### config.mk
export PLATFORM = sky130hd
export DESIGN_NAME = web_fire_sequencer
export DESIGN_NICKNAME = d
export VERILOG_FILES = /design/src/rtl/web_pkg.sv /design/src/rtl/web_cost_lut.sv /design/src/rtl/web_fire_sequencer.sv
export SDC_FILE = /design/constraint.sdc
export NUM_CORES = 1
export LEC_CHECK = 0
export BUFFER_PORTS_ARGS = -buffer_cell sky130_fd_sc_hd__buf_2
export CORE_MARGIN = 2
export CORE_UTILIZATION = 53
export DETAILED_ROUTE_END_ITERATION = 8
export GPL_TIMING_DRIVEN = 0
export PLACE_DENSITY = 0.79
export SKIP_CTS_REPAIR_TIMING = 1
export SLEW_MARGIN = 30
export SYNTH_ARGS = -nofsm -noshare
export SYNTH_HDL_FRONTEND = slang
export SYNTH_SLANG_ARGS = --single-unit
### constraint.sdc
create_clock -name clk -period 3.2 [get_ports clk]
set_input_delay 0.48 -clock clk [delete_from_list [all_inputs] [get_ports clk]]
set_output_delay 0.48 -clock clk [all_outputs]
set_load 0.05 [all_outputs]
### src/rtl/web_pkg.sv
// Shared definitions for the web fire sequencer: function/response codes, FSM states, costs.
// Pure declarations, no logic and no latency.
// No handshake of its own; consumers own all flow control.
package web_pkg;

    localparam logic [2:0] FUNC_NOP    = 3'b000;
    localparam logic [2:0] FUNC_LINE   = 3'b001;
    localparam logic [2:0] FUNC_BALL   = 3'b010;
    localparam logic [2:0] FUNC_TRACER = 3'b011;
    localparam logic [2:0] FUNC_TASER  = 3'b100;

    typedef enum logic [1:0] {
        RESP_OK        = 2'b00,
        RESP_INVALID   = 2'b01,
        RESP_NO_ENERGY = 2'b10,
        RESP_NO_TRACER = 2'b11
    } resp_e;

    typedef enum logic [2:0] {
        ST_IDLE     = 3'd0,
        ST_CHECK    = 3'd1,
        ST_FIRE     = 3'd2,
        ST_RESP     = 3'd3,
        ST_COOLDOWN = 3'd4
    } state_e;

    localparam logic [7:0] COST_E_LINE   = 8'd1;
    localparam logic [7:0] COST_E_BALL   = 8'd2;
    localparam logic [7:0] COST_E_TRACER = 8'd1;
    localparam logic [7:0] COST_E_TASER  = 8'd4;
    localparam logic [5:0] COST_T_TRACER = 6'd1;

    localparam logic [5:0] TRACER_MAX = 6'd63;

endpackage

### src/rtl/web_cost_lut.sv
// Decodes a web function into its energy cost, tracer cost and an invalid flag.
// Purely combinational, zero latency.
// No handshake; outputs follow funcSel directly.
module web_cost_lut
    import web_pkg::*;
(
    input  logic [2:0] funcSel,
    output logic [7:0] energyCost,
    output logic [5:0] tracerCost,
    output logic       invalid
);

    always_comb begin
        energyCost = '0;
        tracerCost = '0;
        invalid    = 1'b0;
        case (funcSel)
            FUNC_NOP:    ;
            FUNC_LINE:   energyCost = COST_E_LINE;
            FUNC_BALL:   energyCost = COST_E_BALL;
            FUNC_TRACER: begin
                energyCost = COST_E_TRACER;
                tracerCost = COST_T_TRACER;
            end
            FUNC_TASER:  energyCost = COST_E_TASER;
            default:     invalid = 1'b1;
        endcase
    end

endmodule

### src/rtl/web_fire_sequencer.sv
// Single-shot web fire controller: checks reserves, strobes one fire command, then cools down.
// Accept edge N -> fire/resp strobe in cycle N+2; next accept at N+3 (reject) or N+3+COOLDOWN_CYCLES.
// req_ready only in IDLE; optional reserve reload via WEB_RELOAD_EN.
module web_fire_sequencer
    import web_pkg::*;
#(
    parameter logic [7:0]  ENERGY_MAX      = 8'd255,
    parameter logic [5:0]  TRACER_INIT     = 6'd32,
    parameter int unsigned COOLDOWN_CYCLES = 4
) (
    input  logic        clk,
    input  logic        rst_n,
    input  logic        req_valid,
    output logic        req_ready,
    input  logic [2:0]  func_sel,
    input  logic [3:0]  target_sel,
    input  logic [7:0]  x_coord,
    input  logic [7:0]  y_coord,
    input  logic [7:0]  z_coord,
    input  logic [7:0]  t_coord,
`ifdef WEB_RELOAD_EN
    input  logic        reload_req,
`endif
    output logic        fire_valid,
    output logic [2:0]  fire_func,
    output logic [3:0]  fire_target,
    output logic [31:0] fire_coord,
    output logic        resp_valid,
    output logic [1:0]  resp_code,
    output logic [5:0]  tracer_count,
    output logic [7:0]  energy_level,
    output logic        energy_empty
);

    localparam logic [3:0] CD_LOAD = 4'(COOLDOWN_CYCLES);

    state_e      state;
    state_e      stateNext;
    logic [2:0]  reqFunc;
    logic [3:0]  reqTarget;
    logic [31:0] reqCoord;
    logic [7:0]  energyCost;
    logic [5:0]  tracerCost;
    logic        costInvalid;
    resp_e       checkCode;
    resp_e       respCode;
    logic        checkFire;
    logic [3:0]  cdCnt;
    logic [7:0]  energyLevel;
    logic [5:0]  tracerCount;
    logic [2:0]  fireFunc;
    logic [3:0]  fireTarget;
    logic [31:0] fireCoord;
    logic        reloadHit;

    web_cost_lut u_cost_lut (
        .funcSel    (reqFunc),
        .energyCost (energyCost),
        .tracerCost (tracerCost),
        .invalid    (costInvalid)
    );

    // Rejection priority: invalid function, then energy, then tracer.
    always_comb begin
        checkCode = RESP_OK;
        if (costInvalid)
            checkCode = RESP_INVALID;
        else if (energyLevel < energyCost)
            checkCode = RESP_NO_ENERGY;
        else if (tracerCount < tracerCost)
            checkCode = RESP_NO_TRACER;
    end

    assign checkFire = (checkCode == RESP_OK) && (reqFunc != FUNC_NOP);

`ifdef WEB_RELOAD_EN
    assign reloadHit = (state == ST_IDLE) && !req_valid && reload_req;
`else
    assign reloadHit = 1'b0;
`endif

    always_ff @(posedge clk or negedge rst_n) begin
        if (!rst_n)
            state <= ST_IDLE;
        else
            state <= stateNext;
    end

    always_comb begin
        stateNext  = state;
        req_ready  = 1'b0;
        fire_valid = 1'b0;
        resp_valid = 1'b0;
        case (state)
            ST_IDLE: begin
                req_ready = 1'b1;
                if (req_valid)
                    stateNext = ST_CHECK;
            end
            ST_CHECK:  stateNext = checkFire ? ST_FIRE : ST_RESP;
            ST_FIRE: begin
                fire_valid = 1'b1;
                resp_valid = 1'b1;
                stateNext  = ST_COOLDOWN;
            end
            ST_RESP: begin
                resp_valid = 1'b1;
                stateNext  = ST_IDLE;
            end
            ST_COOLDOWN: begin
                if (cdCnt <= 4'd1)
                    stateNext = ST_IDLE;
            end
            default: stateNext = ST_IDLE;
        endcase
    end

    always_ff @(posedge clk or negedge rst_n) begin
        if (!rst_n) begin
            reqFunc     <= '0;
            reqTarget   <= '0;
            reqCoord    <= '0;
            respCode    <= RESP_OK;
            fireFunc    <= '0;
            fireTarget  <= '0;
            fireCoord   <= '0;
            cdCnt       <= '0;
            energyLevel <= ENERGY_MAX;
            tracerCount <= TRACER_INIT;
        end else begin
            if (state == ST_IDLE && req_valid) begin
                reqFunc   <= func_sel;
                reqTarget <= target_sel;
                reqCoord  <= {t_coord, z_coord, y_coord, x_coord};
            end
            if (state == ST_CHECK) begin
                respCode <= checkCode;
                // Fire outputs only move on an accepted shot so they hold between fires.
                if (checkFire) begin
                    fireFunc   <= reqFunc;
                    fireTarget <= reqTarget;
                    fireCoord  <= reqCoord;
                end
            end
            if (state == ST_FIRE) begin
                energyLevel <= energyLevel - energyCost;
                tracerCount <= tracerCount - tracerCost;
                cdCnt       <= CD_LOAD;
            end
            if (state == ST_COOLDOWN && cdCnt != 4'd0)
                cdCnt <= cdCnt - 4'd1;
            if (reloadHit) begin
                energyLevel <= ENERGY_MAX;
                tracerCount <= TRACER_MAX;
            end
        end
    end

    assign resp_code    = respCode;
    assign fire_func    = fireFunc;
    assign fire_target  = fireTarget;
    assign fire_coord   = fireCoord;
    assign tracer_count = tracerCount;
    assign energy_level = energyLevel;
    assign energy_empty = (energyLevel == 8'd0);

endmodule

==> insert_results.sql, run 1 <==
INSERT INTO impl_metrics (metric_group, metric, value, unit) VALUES
('timing', 'totalNegativeSetupSlack', '0', 'ns'),
('grt', 'grt_antenna_before_repair', '0', ''),
('placed_design', 'port_buffers', '100', ''),
('yosys', 'mappedNetlistNets', '342', ''),
('die', 'placeableCoreArea', '7687', 'sq um'),
('yosys', 'synthesis.instances', '291', ''),
('grt', 'grt_pass1_vias', '2594', ''),
('critical_path', 'critPathMostFrequentCell', 'sky130_fd_sc_hd__buf_12', ''),
('yosys', 'synth-async-reset-ratio', '100.0', '%'),
('critical_path', 'critPathKind', 'reg2reg', ''),
('critical_path', 'worstPathMaxFanout', '10', ''),
('layout', 'n_fill_cell', '599', ''),
('timing', 'worstMarginPinSlew', '0.6505', 'ns'),
('layout', 'layout-drive-gt1-share', '52.83', '%'),
('yosys', 'cell_type_contributing_the_most_total_cell_area_after_synthesis', 'sky130_fd_sc_hd__dfrtp_1', ''),
('critical_path', 'critical_path_data_arrival_time', '2.92', 'ns'),
('grt', 'grt_usage', '18.60', '%'),
('grt', 'grt.met3_usage', '4.512', '%'),
('drt', 'drc_errors', '0', ''),
('critical_path', 'critical_path.cell_chain', 'or3b_2, inv_1, fa_1, nor2b_1, or4_4, nand4_4, buf_12, buf_12, mux2_4', ''),
('grt', 'grt_max_degree', '58', ''),
('timing', 'max_clock_freq', '371.7', 'MHz'),
('drt', 'route.detailed.vias_per_inst', '5.092', ''),
('drt', 'vias', '2592', ''),
('critical_path', 'critPathLaunchType', 'flop', ''),
('run', 'timing.max_cap.violations', '0', ''),
('placed_design', 'dp.cells', '494', ''),
('grt', 'gr-total-overflow', '0', ''),
('yosys', 'synth.top_cells.by_area', 'sky130_fd_sc_hd__dfrtp_1 55%, sky130_fd_sc_hd__mux2_2 19%, sky130_fd_sc_hd__dfstp_2 5.6%', ''),
('timing', 'finalWorstPathRequiredPeriod', '2.691', 'ns'),
('drt', 'initialDrtViolationCount', '62', ''),
('timing', 'fin_ws', '0.5094', 'ns'),
('yosys', 'netlist_top_cells_count', '92 x sky130_fd_sc_hd__dfrtp_1, 70 x sky130_fd_sc_hd__mux2_2, 13 x sky130_fd_sc_hd__nor2_1', ''),
('yosys', 'ys_types', '34', ''),
('timing', 'grt_setup_unrepaired', 'false', ''),
('die', 'start_util', '54.70', '%'),
('yosys', 'yosysMostFrequentCell', 'sky130_fd_sc_hd__dfrtp_1', ''),
('drt', 'finalWirelength', '7756', 'microns'),
('clock_tree', 'cts_tree', 'yes', ''),
('timing', 'period_share', '84.08', '%'),
('grt', 'use_met2', '30.19', '%'),
('layout', 'area.growth.synth_to_final', '21.18', '%'),
('clock_tree', 'root_buffer', 'sky130_fd_sc_hd__clkbuf_8', ''),
('run_status', 'outcome', 'finished clean', ''),
('die', 'io-pin-count', '101', ''),
('critical_path', 'worstPathRequired', '3.43', 'ns'),
('layout', 'ff_latch_area', '2539', 'sq um'),
('yosys', 'synth_sequential_area_ratio', '60.37', '%'),
('timing', 'slew_headroom', '56.64', '%'),
('critical_path', 'worst-r2r-cell-count', '9', ''),
('die', 'floorplan.die_area', '8663', 'sq um'),
('layout', 'finalNonFillerCells', '509', ''),
('critical_path', 'timing.critical_path.slowest_cell_delay', '0.52', 'ns'),
('timing', 'count_of_endpoints_failing_setup_in_the_final_report', '0', ''),
('layout', 'insertedDiodeCount', '0', ''),
('critical_path', 'crit_slowest_cell', 'sky130_fd_sc_hd__or3b_2', ''),
('timing', 'report.final.hold_viol_count', '0', ''),
('clock_tree', 'cts-buffers-inserted', '9', ''),
('yosys', 'synth-edff-count', '0', ''),
('clock_tree', 'clock_latency', '0.35', 'ns'),
('grt', 'top_usage_layer', 'met2', ''),
('yosys', 'prevailing_post_synth_register_cell', 'sky130_fd_sc_hd__dfrtp_1', ''),
('die', 'fp-row-count', '32', ''),
('clock_tree', 'worst_setup_hold_path_clk_slew', '0.09', 'ns'),
('hold_path', 'min_path_type', 'in2async', ''),
('layout', 'multi_input_area', '1550', 'sq um'),
('grt', 'first_pass_grt_wire_length', '12430', 'microns'),
('yosys', 'synth.ff_latch_count', '101', ''),
('die', 'die_span_x', '93.08', 'microns'),
('clock_tree', 'cts_buffer_depth', '2', ''),
('timing', 'worst_clock_skew', '0.01317', 'ns');
==> metrics by stage <==
stage | utilization, % | instance area [sq um]
after floorplan | - | 4205
after global placement | 62.87 | 4833
after detailed placement | 63.22 | 4860
after CTS | 66.29 | 5096
after global routing | 66.29 | 5096
final | 66.29 | 5096
==> cell type report <==
cell class              instances  share of cell area (%)
multi-input cells             170                   30.42
inverters                       9                  0.6629
plain buffers                  11                   1.620
flip-flops and latches        101                   49.82
clock inverters                 6                   2.210
clock buffers                   9                   2.431
well taps                     102                   2.504
repair buffers                101                   10.34
==> kinds of logic (layout without fill, tap and decap cells) <==
logic type	after synthesis	count (layout)	synth area share, %
simple gates	51	51	6.754
fa+ha+maj	9	9	2.856
buf+inv	20	136	2.767
flops	101	101	60.37
compound gates	19	19	2.648
mux	80	80	22.31
xor+xnor	11	11	2.291
==> sequential cells by signal, indices dropped and copies added, names as in the netlist, 4 cells and up <==
| signal | count |
|---|---|
| fire_coord | 32 |
| tracer_count | 6 |
| reqTarget | 4 |
| fire_target | 4 |
| energy_level | 8 |
| reqCoord | 32 |
| cdCnt | 4 |
==> cells in the final DEF (no fill, tap or decap), types with 8 or more instances in the layout <==
master	netlist	layout
sky130_fd_sc_hd__o21ai_0	11	11
sky130_fd_sc_hd__nand3_1	8	8
sky130_fd_sc_hd__mux2_2	70	70
sky130_fd_sc_hd__clkbuf_8	0	9
sky130_fd_sc_hd__ha_1	8	8
sky130_fd_sc_hd__buf_2	1	100
sky130_fd_sc_hd__nand2_1	9	9
sky130_fd_sc_hd__nor2_1	13	13
sky130_fd_sc_hd__mux2_4	10	10
sky130_fd_sc_hd__dfstp_2	9	9
sky130_fd_sc_hd__dfrtp_1	92	92
sky130_fd_sc_hd__inv_1	9	9
==> per-layer routing <==
layer / vias up / wire length [microns]
li1: 1230 / -
met1: 1290 / 3497
met2: 62 / 3732
met3: 10 / 427
met4: 0 / 99
met5: - / 0
==> worst paths after layout <==
| check | startpoint | endpoint | slack (ns) |
|---|---|---|---|
| setup / recovery | reqFunc[0] | fire_func[1] | 0.51 |
| hold / removal | rst_n | tracer_count[0] | 0.07 |
| setup reg to reg | reqFunc[0] | fire_func[1] | 0.51 |
| hold reg to reg | energy_level[0] | energy_level[0] | 0.50 |
| max in group asynchronous | rst_n | fire_coord[4] | 2.49 |
| min in group clk | y_coord[5] | reqCoord[13] | 0.35 |
==> critical path, delay by kind of cell (launching register included) <==
family,cells,cell delay (ns)
adders and majority gates,1,0.21
buffers and inverters,3,0.39
DFF,1,0.46
muxes,1,0.30
and+or+nand+nor,4,1.21
Power of run 1 is left out: the tool's default activity adds up to more than one toggle a clock period on the data nets, which glitch-free logic cannot reach.
==> run 2: changes to the inputs <==
==> constraint.sdc (replaced) <==
create_clock -name clk -period 2.5 [get_ports clk]
set_input_delay 0.375 -clock clk [delete_from_list [all_inputs] [get_ports clk]]
set_output_delay 0.375 -clock clk [all_outputs]
set_load 0.05 [all_outputs]
==> insert_results.sql, run 2 (synthesis results as in run 1) <==
INSERT INTO impl_metrics (metric_group, metric, value, unit) VALUES
('critical_path', 'crit_path_end_kind', 'flop', ''),
('grt', 'gr-total-overflow', '0', ''),
('layout', 'finalInstanceArea', '5182', 'sq um'),
('timing', 'grt_setup_unrepaired', 'true', ''),
('timing', 'period_share', '99.82', '%'),
('run', 'timing.max_cap.violations', '0', ''),
('clock_tree', 'root_buffer', 'sky130_fd_sc_hd__clkbuf_8', ''),
('drt', 'drc_errors', '0', ''),
('placed_design', 'dp_hpwl', '5641', 'microns'),
('clock_tree', 'htreeDepth', '3', ''),
('critical_path', 'cpLargestDelayFamily', 'simple AND/OR/NAND/NOR gates', ''),
('placed_design', 'preCtsSetupSlack', '-0.1308', 'ns'),
('die', 'floorplan.die_area', '8663', 'sq um'),
('clock_tree', 'cts_tree', 'yes', ''),
('die', 'fp-row-count', '32', ''),
('critical_path', 'crit_slowest_cell', 'sky130_fd_sc_hd__or4_4', ''),
('drt', 'first_pass_iters', '4', ''),
('critical_path', 'critical_path.cell_chain', 'or3b_4, inv_2, fa_2, nor2b_2, or4_4, nand4_4, buf_12, clkbuf_16, mux2_4', ''),
('die', 'die_span_x', '93.08', 'microns'),
('die', 'placeableCoreArea', '7687', 'sq um'),
('layout', 'n_fill_cell', '585', ''),
('die', 'start_util', '54.70', '%'),
('critical_path', 'critical_path.n_buffers_inverters', '3', ''),
('timing', 'slew_headroom', '58.20', '%'),
('timing', 'max_clock_freq', '400.7', 'MHz'),
('clock_tree', 'cts-buffers-inserted', '9', ''),
('die', 'die-height', '93.08', 'microns'),
('critical_path', 'critPathKind', 'reg2reg', ''),
('drt', 'route.detailed.vias_per_inst', '5.021', ''),
('timing', 'fin_ws', '0.004610', 'ns'),
('timing', 'worstMarginPinSlew', '0.6270', 'ns'),
('critical_path', 'timing.critical_path.slowest_cell_delay', '0.46', 'ns'),
('grt', 'first_pass_grt_wire_length', '12590', 'microns'),
('layout', 'layout-drive-gt1-share', '55.40', '%'),
('clock_tree', 'clock_latency', '0.36', 'ns'),
('drt', 'finalWirelength', '7701', 'microns'),
('layout', 'final_cell_mix', '100 x sky130_fd_sc_hd__buf_2, 89 x sky130_fd_sc_hd__dfrtp_1, 69 x sky130_fd_sc_hd__mux2_2', ''),
('drt', 'routed_wire_length_per_instance', '14.84', 'microns'),
('critical_path', 'worstPathMaxFanout', '7', ''),
('grt', 'grt_usage', '18.65', '%'),
('layout', 'post_layout_nets', '463', ''),
('placed_design', 'gp_routability_congestion', '0.8255', ''),
('drt', 'postRouteAntennaNets', '0', ''),
('timing', 'holdWs', '0.2368', 'ns'),
('layout', 'ff_latch_area', '2542', 'sq um'),
('critical_path', 'worstPathRequired', '2.75', 'ns'),
('clock_tree', 'clock_sink_count', '101', ''),
('grt', 'grt_pass1_vias', '2652', ''),
('layout', 'insertedDiodeCount', '0', ''),
('placed_design', 'port_buffers', '100', ''),
('layout', 'multi_input_area', '1567', 'sq um'),
('timing', 'report.final.hold_viol_count', '0', ''),
('layout', 'area.growth.synth_to_final', '23.24', '%'),
('timing', 'count_of_endpoints_failing_setup_in_the_final_report', '0', ''),
('timing', 'worst_clock_skew', '0.008758', 'ns'),
('timing', 'slew_violations', '0', ''),
('run_status', 'outcome', 'finished clean', ''),
('clock_tree', 'cts_buffer_depth', '2', ''),
('critical_path', 'critical_path_data_arrival_time', '2.75', 'ns'),
('layout', 'commonest_non_fill_non_tap_cell_in_the_layout', 'sky130_fd_sc_hd__buf_2', ''),
('hold_path', 'min_path_type', 'in2reg', ''),
('clock_tree', 'worst_setup_hold_path_clk_slew', '0.10', 'ns'),
('grt', 'grt_max_degree', '58', ''),
('placed_design', 'placedInstanceArea', '4877', 'sq um'),
('grt', 'grt_antenna_before_repair', '0', ''),
('drt', 'initialDrtViolationCount', '73', ''),
('critical_path', 'critPathLaunchType', 'flop', ''),
('drt', 'vias', '2606', ''),
('timing', 'finalWorstPathRequiredPeriod', '2.495', 'ns'),
('die', 'io-pin-count', '101', '');
[run 2: cell count changes in the layout (fill, tap and decap cells not counted), sizes merged, moves of 3 or more]
cell      change
buf           +7
bufinv        -3
clkinv        +3
clkinvlp      -3
inv           +4
[run 2: metrics by stage]
| step | TNS, ns | utilization, % | instances |
|---|---|---|---|
| after detailed placement | -2.499 | 63.44 | 494 |
| after CTS | -2.606 | 65.93 | 510 |
| after global routing | -0.8040 | 67.42 | 519 |
| after global placement | -1.787 | 63.00 | 493 |
| final | 0 | 67.42 | 519 |
| after floorplan | 0 | - | 291 |
[run 2: final timing paths]
path,slack [ns],start,endpoint,depth (start not counted)
worst max-delay path,0.005,reqFunc[2],fire_coord[22],9
worst min-delay path,0.24,z_coord[2],reqCoord[18],2
worst max register to register,0.005,reqFunc[2],fire_coord[22],9
worst min register to register,0.50,energy_level[7],energy_level[7],1
max in group asynchronous,1.35,rst_n,energy_level[1],3
min in group asynchronous,0.49,rst_n,fire_coord[25],2
[run 2: final cells by class]
cell class	instances	share of cell area [%]
clock buffers	9	2.390
repair buffers	110	12.24
well taps	102	2.463
flip-flops and latches	101	49.06
clock inverters	7	1.304
plain buffers	11	1.666
multi-input cells	170	30.23
inverters	9	0.6519
[run 2: worst register-to-register path: stages (launching register included)]
cell                        delay, ns
sky130_fd_sc_hd__dfrtp_2         0.45
sky130_fd_sc_hd__or3b_4          0.42
sky130_fd_sc_hd__inv_2           0.07
sky130_fd_sc_hd__fa_2            0.21
sky130_fd_sc_hd__nor2b_2         0.05
sky130_fd_sc_hd__or4_4           0.46
sky130_fd_sc_hd__nand4_4         0.15
sky130_fd_sc_hd__buf_12          0.14
sky130_fd_sc_hd__clkbuf_16       0.15
sky130_fd_sc_hd__mux2_4          0.30
[run 2: per-layer routing]
| layer | up-vias | part of all wire, % | track usage [%] |
|---|---|---|---|
| met2 | 58 | 48 | 29.35 |
| met5 | - | 0 | 0 |
| li1 | 1257 | - | - |
| met3 | 9 | 4.9 | 4.593 |
| met4 | 0 | 1.4 | 6.373 |
| met1 | 1282 | 45 | 25.55 |
Power of run 2 is left out for the same reason.
==> run 3: changes to the inputs <==
==> constraint.sdc (replaced) <==
create_clock -name clk -period 2.5 [get_ports clk]
set_input_delay 0.375 -clock clk [delete_from_list [all_inputs] [get_ports clk]]
set_output_delay 0.375 -clock clk [all_outputs]
set_load 0.01 [all_outputs]
==> insert_results.sql, run 3 (synthesis results as in run 1) <==
INSERT INTO impl_metrics (metric_group, metric, value, unit) VALUES
('run_status', 'outcome', 'finished, violations left', ''),
('run_status', 'violations', 'negative hold slack, negative setup slack', ''),
('drt', 'initialDrtViolationCount', '62', ''),
('placed_design', 'gp_routability_congestion', '0.7827', ''),
('layout', 'area.growth.synth_to_final', '24.75', '%'),
('critical_path', 'worst-r2r-setup-slack', '-0.05', 'ns'),
('timing', 'holdWs', '-0.03467', 'ns'),
('timing', 'period_share', '102.1', '%'),
('timing', 'slew_headroom', '61.30', '%'),
('die', 'fp-row-count', '32', ''),
('critical_path', 'worstSetupStartpoint', 'reqFunc[0]', ''),
('die', 'start_util', '54.70', '%'),
('layout', 'finalInstanceArea', '5246', 'sq um'),
('die', 'die-height', '93.08', 'microns'),
('drt', 'vias', '2609', ''),
('layout', 'commonest_non_fill_non_tap_cell_in_the_layout', 'sky130_fd_sc_hd__buf_2', ''),
('layout', 'finalNonFillerCells', '516', ''),
('drt', 'route.detailed.vias_per_inst', '5.056', ''),
('timing', 'finalWorstPathRequiredPeriod', '2.552', 'ns'),
('clock_tree', 'htreeDepth', '3', ''),
('drt', 'routed_wire_length_per_instance', '15.69', 'microns'),
('layout', 'multi_input_area', '1610', 'sq um'),
('power_and_ir_drop', 'net_switching_component_of_the_power', '0.002423', 'W'),
('critical_path', 'worst-r2r-cell-count', '9', ''),
('critical_path', 'worstSetupPathDepth', '9', ''),
('layout', 'post_layout_nets', '461', ''),
('clock_tree', 'cts_buffer_depth', '2', ''),
('critical_path', 'critical_path.endpoint', 'fire_func[0]', ''),
('die', 'floorplan.die_area', '8663', 'sq um'),
('layout', 'layout-drive-gt1-share', '56.52', '%'),
('grt', 'grt_max_degree', '58', ''),
('timing', 'report.final.hold_viol_count', '21', ''),
('power_and_ir_drop', 'cellInternalPower', '0.004933', 'W'),
('drt', 'postRouteAntennaNets', '0', ''),
('clock_tree', 'cts_tree', 'yes', ''),
('critical_path', 'critical_path.n_buffers_inverters', '3', ''),
('die', 'placeableCoreArea', '7687', 'sq um'),
('layout', 'n_fill_cell', '565', ''),
('power_and_ir_drop', 'vdd_ir_max', '708.6', 'uV'),
('critical_path', 'timing.critical_path.slowest_cell_delay', '0.51', 'ns'),
('placed_design', 'placedInstanceArea', '4860', 'sq um'),
('timing', 'max_clock_freq', '391.8', 'MHz'),
('critical_path', 'critical_path.cell_chain', 'or3b_4, inv_2, fa_2, nor2b_2, or4_4, nand4_4, buf_12, clkbuf_16, mux2_4', ''),
('placed_design', 'dp.cells', '494', ''),
('layout', 'final_cell_mix', '100 x sky130_fd_sc_hd__buf_2, 89 x sky130_fd_sc_hd__dfrtp_1, 66 x sky130_fd_sc_hd__mux2_2', ''),
('critical_path', 'worstPathRequired', '2.74', 'ns'),
('critical_path', 'crit_slowest_cell', 'sky130_fd_sc_hd__or4_4', ''),
('timing', 'slew_violations', '0', ''),
('critical_path', 'rr_startpoint', 'reqFunc[0]', ''),
('power_and_ir_drop', 'pwr-share-clk', '16.4', '%'),
('power_and_ir_drop', 'p_comb_share', '42.5', '%'),
('placed_design', 'dp_hpwl', '5633', 'microns'),
('power_and_ir_drop', 'seq_power_share', '41.1', '%'),
('grt', 'first_pass_grt_wire_length', '12430', 'microns'),
('clock_tree', 'clock_sink_count', '101', ''),
('grt', 'grt_antenna_before_repair', '0', ''),
('grt', 'gr-total-overflow', '0', ''),
('power_and_ir_drop', 'power.static_leakage', '2.490', 'nW'),
('critical_path', 'cpLargestDelayFamily', 'simple AND/OR/NAND/NOR gates', ''),
('hold_path', 'min_path_type', 'in2async', ''),
('placed_design', 'port_buffers', '100', ''),
('power_and_ir_drop', 'sw_frac_of_total', '32.94', '%'),
('clock_tree', 'root_buffer', 'sky130_fd_sc_hd__clkbuf_8', ''),
('drt', 'finalWirelength', '8094', 'microns'),
('die', 'die_span_x', '93.08', 'microns'),
('grt', 'grt_usage', '18.60', '%'),
('critical_path', 'crit_path_end_kind', 'flop', ''),
('critical_path', 'worstPathMaxFanout', '8', ''),
('timing', 'grt_setup_unrepaired', 'true', ''),
('critical_path', 'worst_r2r_endpoint', 'fire_func[0]', ''),
('power_and_ir_drop', 'cellPowerDensity', '1402', 'nW/um^2'),
('critical_path', 'critPathKind', 'reg2reg', ''),
('clock_tree', 'clock_latency', '0.36', 'ns'),
('critical_path', 'critical_path_data_arrival_time', '2.79', 'ns'),
('timing', 'worst_clock_skew', '0.01465', 'ns'),
('layout', 'insertedDiodeCount', '0', ''),
('layout', 'utilization', '68.25', '%'),
('timing', 'worstMarginPinSlew', '0.5805', 'ns'),
('layout', 'ff_latch_area', '2542', 'sq um'),
('drt', 'drc_errors', '0', ''),
('critical_path', 'critPathLaunchType', 'flop', ''),
('clock_tree', 'worst_setup_hold_path_clk_slew', '0.09', 'ns'),
('timing', 'fin_ws', '-0.05244', 'ns'),
('run', 'timing.max_cap.violations', '0', ''),
('timing', 'count_of_endpoints_failing_setup_in_the_final_report', '33', ''),
('clock_tree', 'cts-buffers-inserted', '9', ''),
('drt', 'first_pass_iters', '4', ''),
('power_and_ir_drop', 'totalPowerFinal', '0.007356', 'W'),
('grt', 'grt_pass1_vias', '2594', ''),
('die', 'io-pin-count', '101', '');
run 3: metrics by stage:
stage | TNS (ns) | setup slack (ns)
2_1_floorplan | 0 | 0.01953
3_3_place_gp | -3.184 | -0.1397
3_5_place_dp | -4.742 | -0.1799
4_1_cts | -5.004 | -0.1959
5_1_grt | -2.782 | -0.1106
6_report | -0.5064 | -0.05244
run 3: layer usage:
| layer | vias to the layer above | routed length [microns] | global-route usage [%] |
|---|---|---|---|
| li1 | 1243 | - | - |
| met1 | 1296 | 3603 | 24.74 |
| met2 | 59 | 3974 | 30.19 |
| met3 | 11 | 412 | 4.512 |
| met4 | 0 | 104 | 6.250 |
| met5 | - | 0 | 0 |
run 3: layout make-up:
type	count	share of cell area, %
flip-flops and latches	101	48.46
repair buffers	109	11.76
multi-input cells	170	30.69
clock inverters	6	2.146
plain buffers	10	1.503
well taps	102	2.433
inverters	9	0.6439
clock buffers	9	2.361
run 3: worst min path at each step:
stage	endpoint	slack (ns)
final	tracer_count[0]	-0.03
after global placement	fire_coord[20]	0.48
after CTS	tracer_count[0]	-0.01
after global routing	resp_code[1]	0.006
after detailed placement	reqCoord[2]	0.37
after floorplan	cdCnt[0]	0.08
run 3: power by group through the flow:
stage,logic (W),clock network [W],registers [W]
final,0.00312,0.00121,0.00303
after detailed placement,0.00288,0,0.00306
after CTS,0.00289,0.00123,0.00303
after global routing,0.00340,0.00130,0.00315
after global placement,0.00277,0,0.00301
after floorplan,0.00180,0,0.00317
No activity file was read; power rests on OpenSTA's default activity.
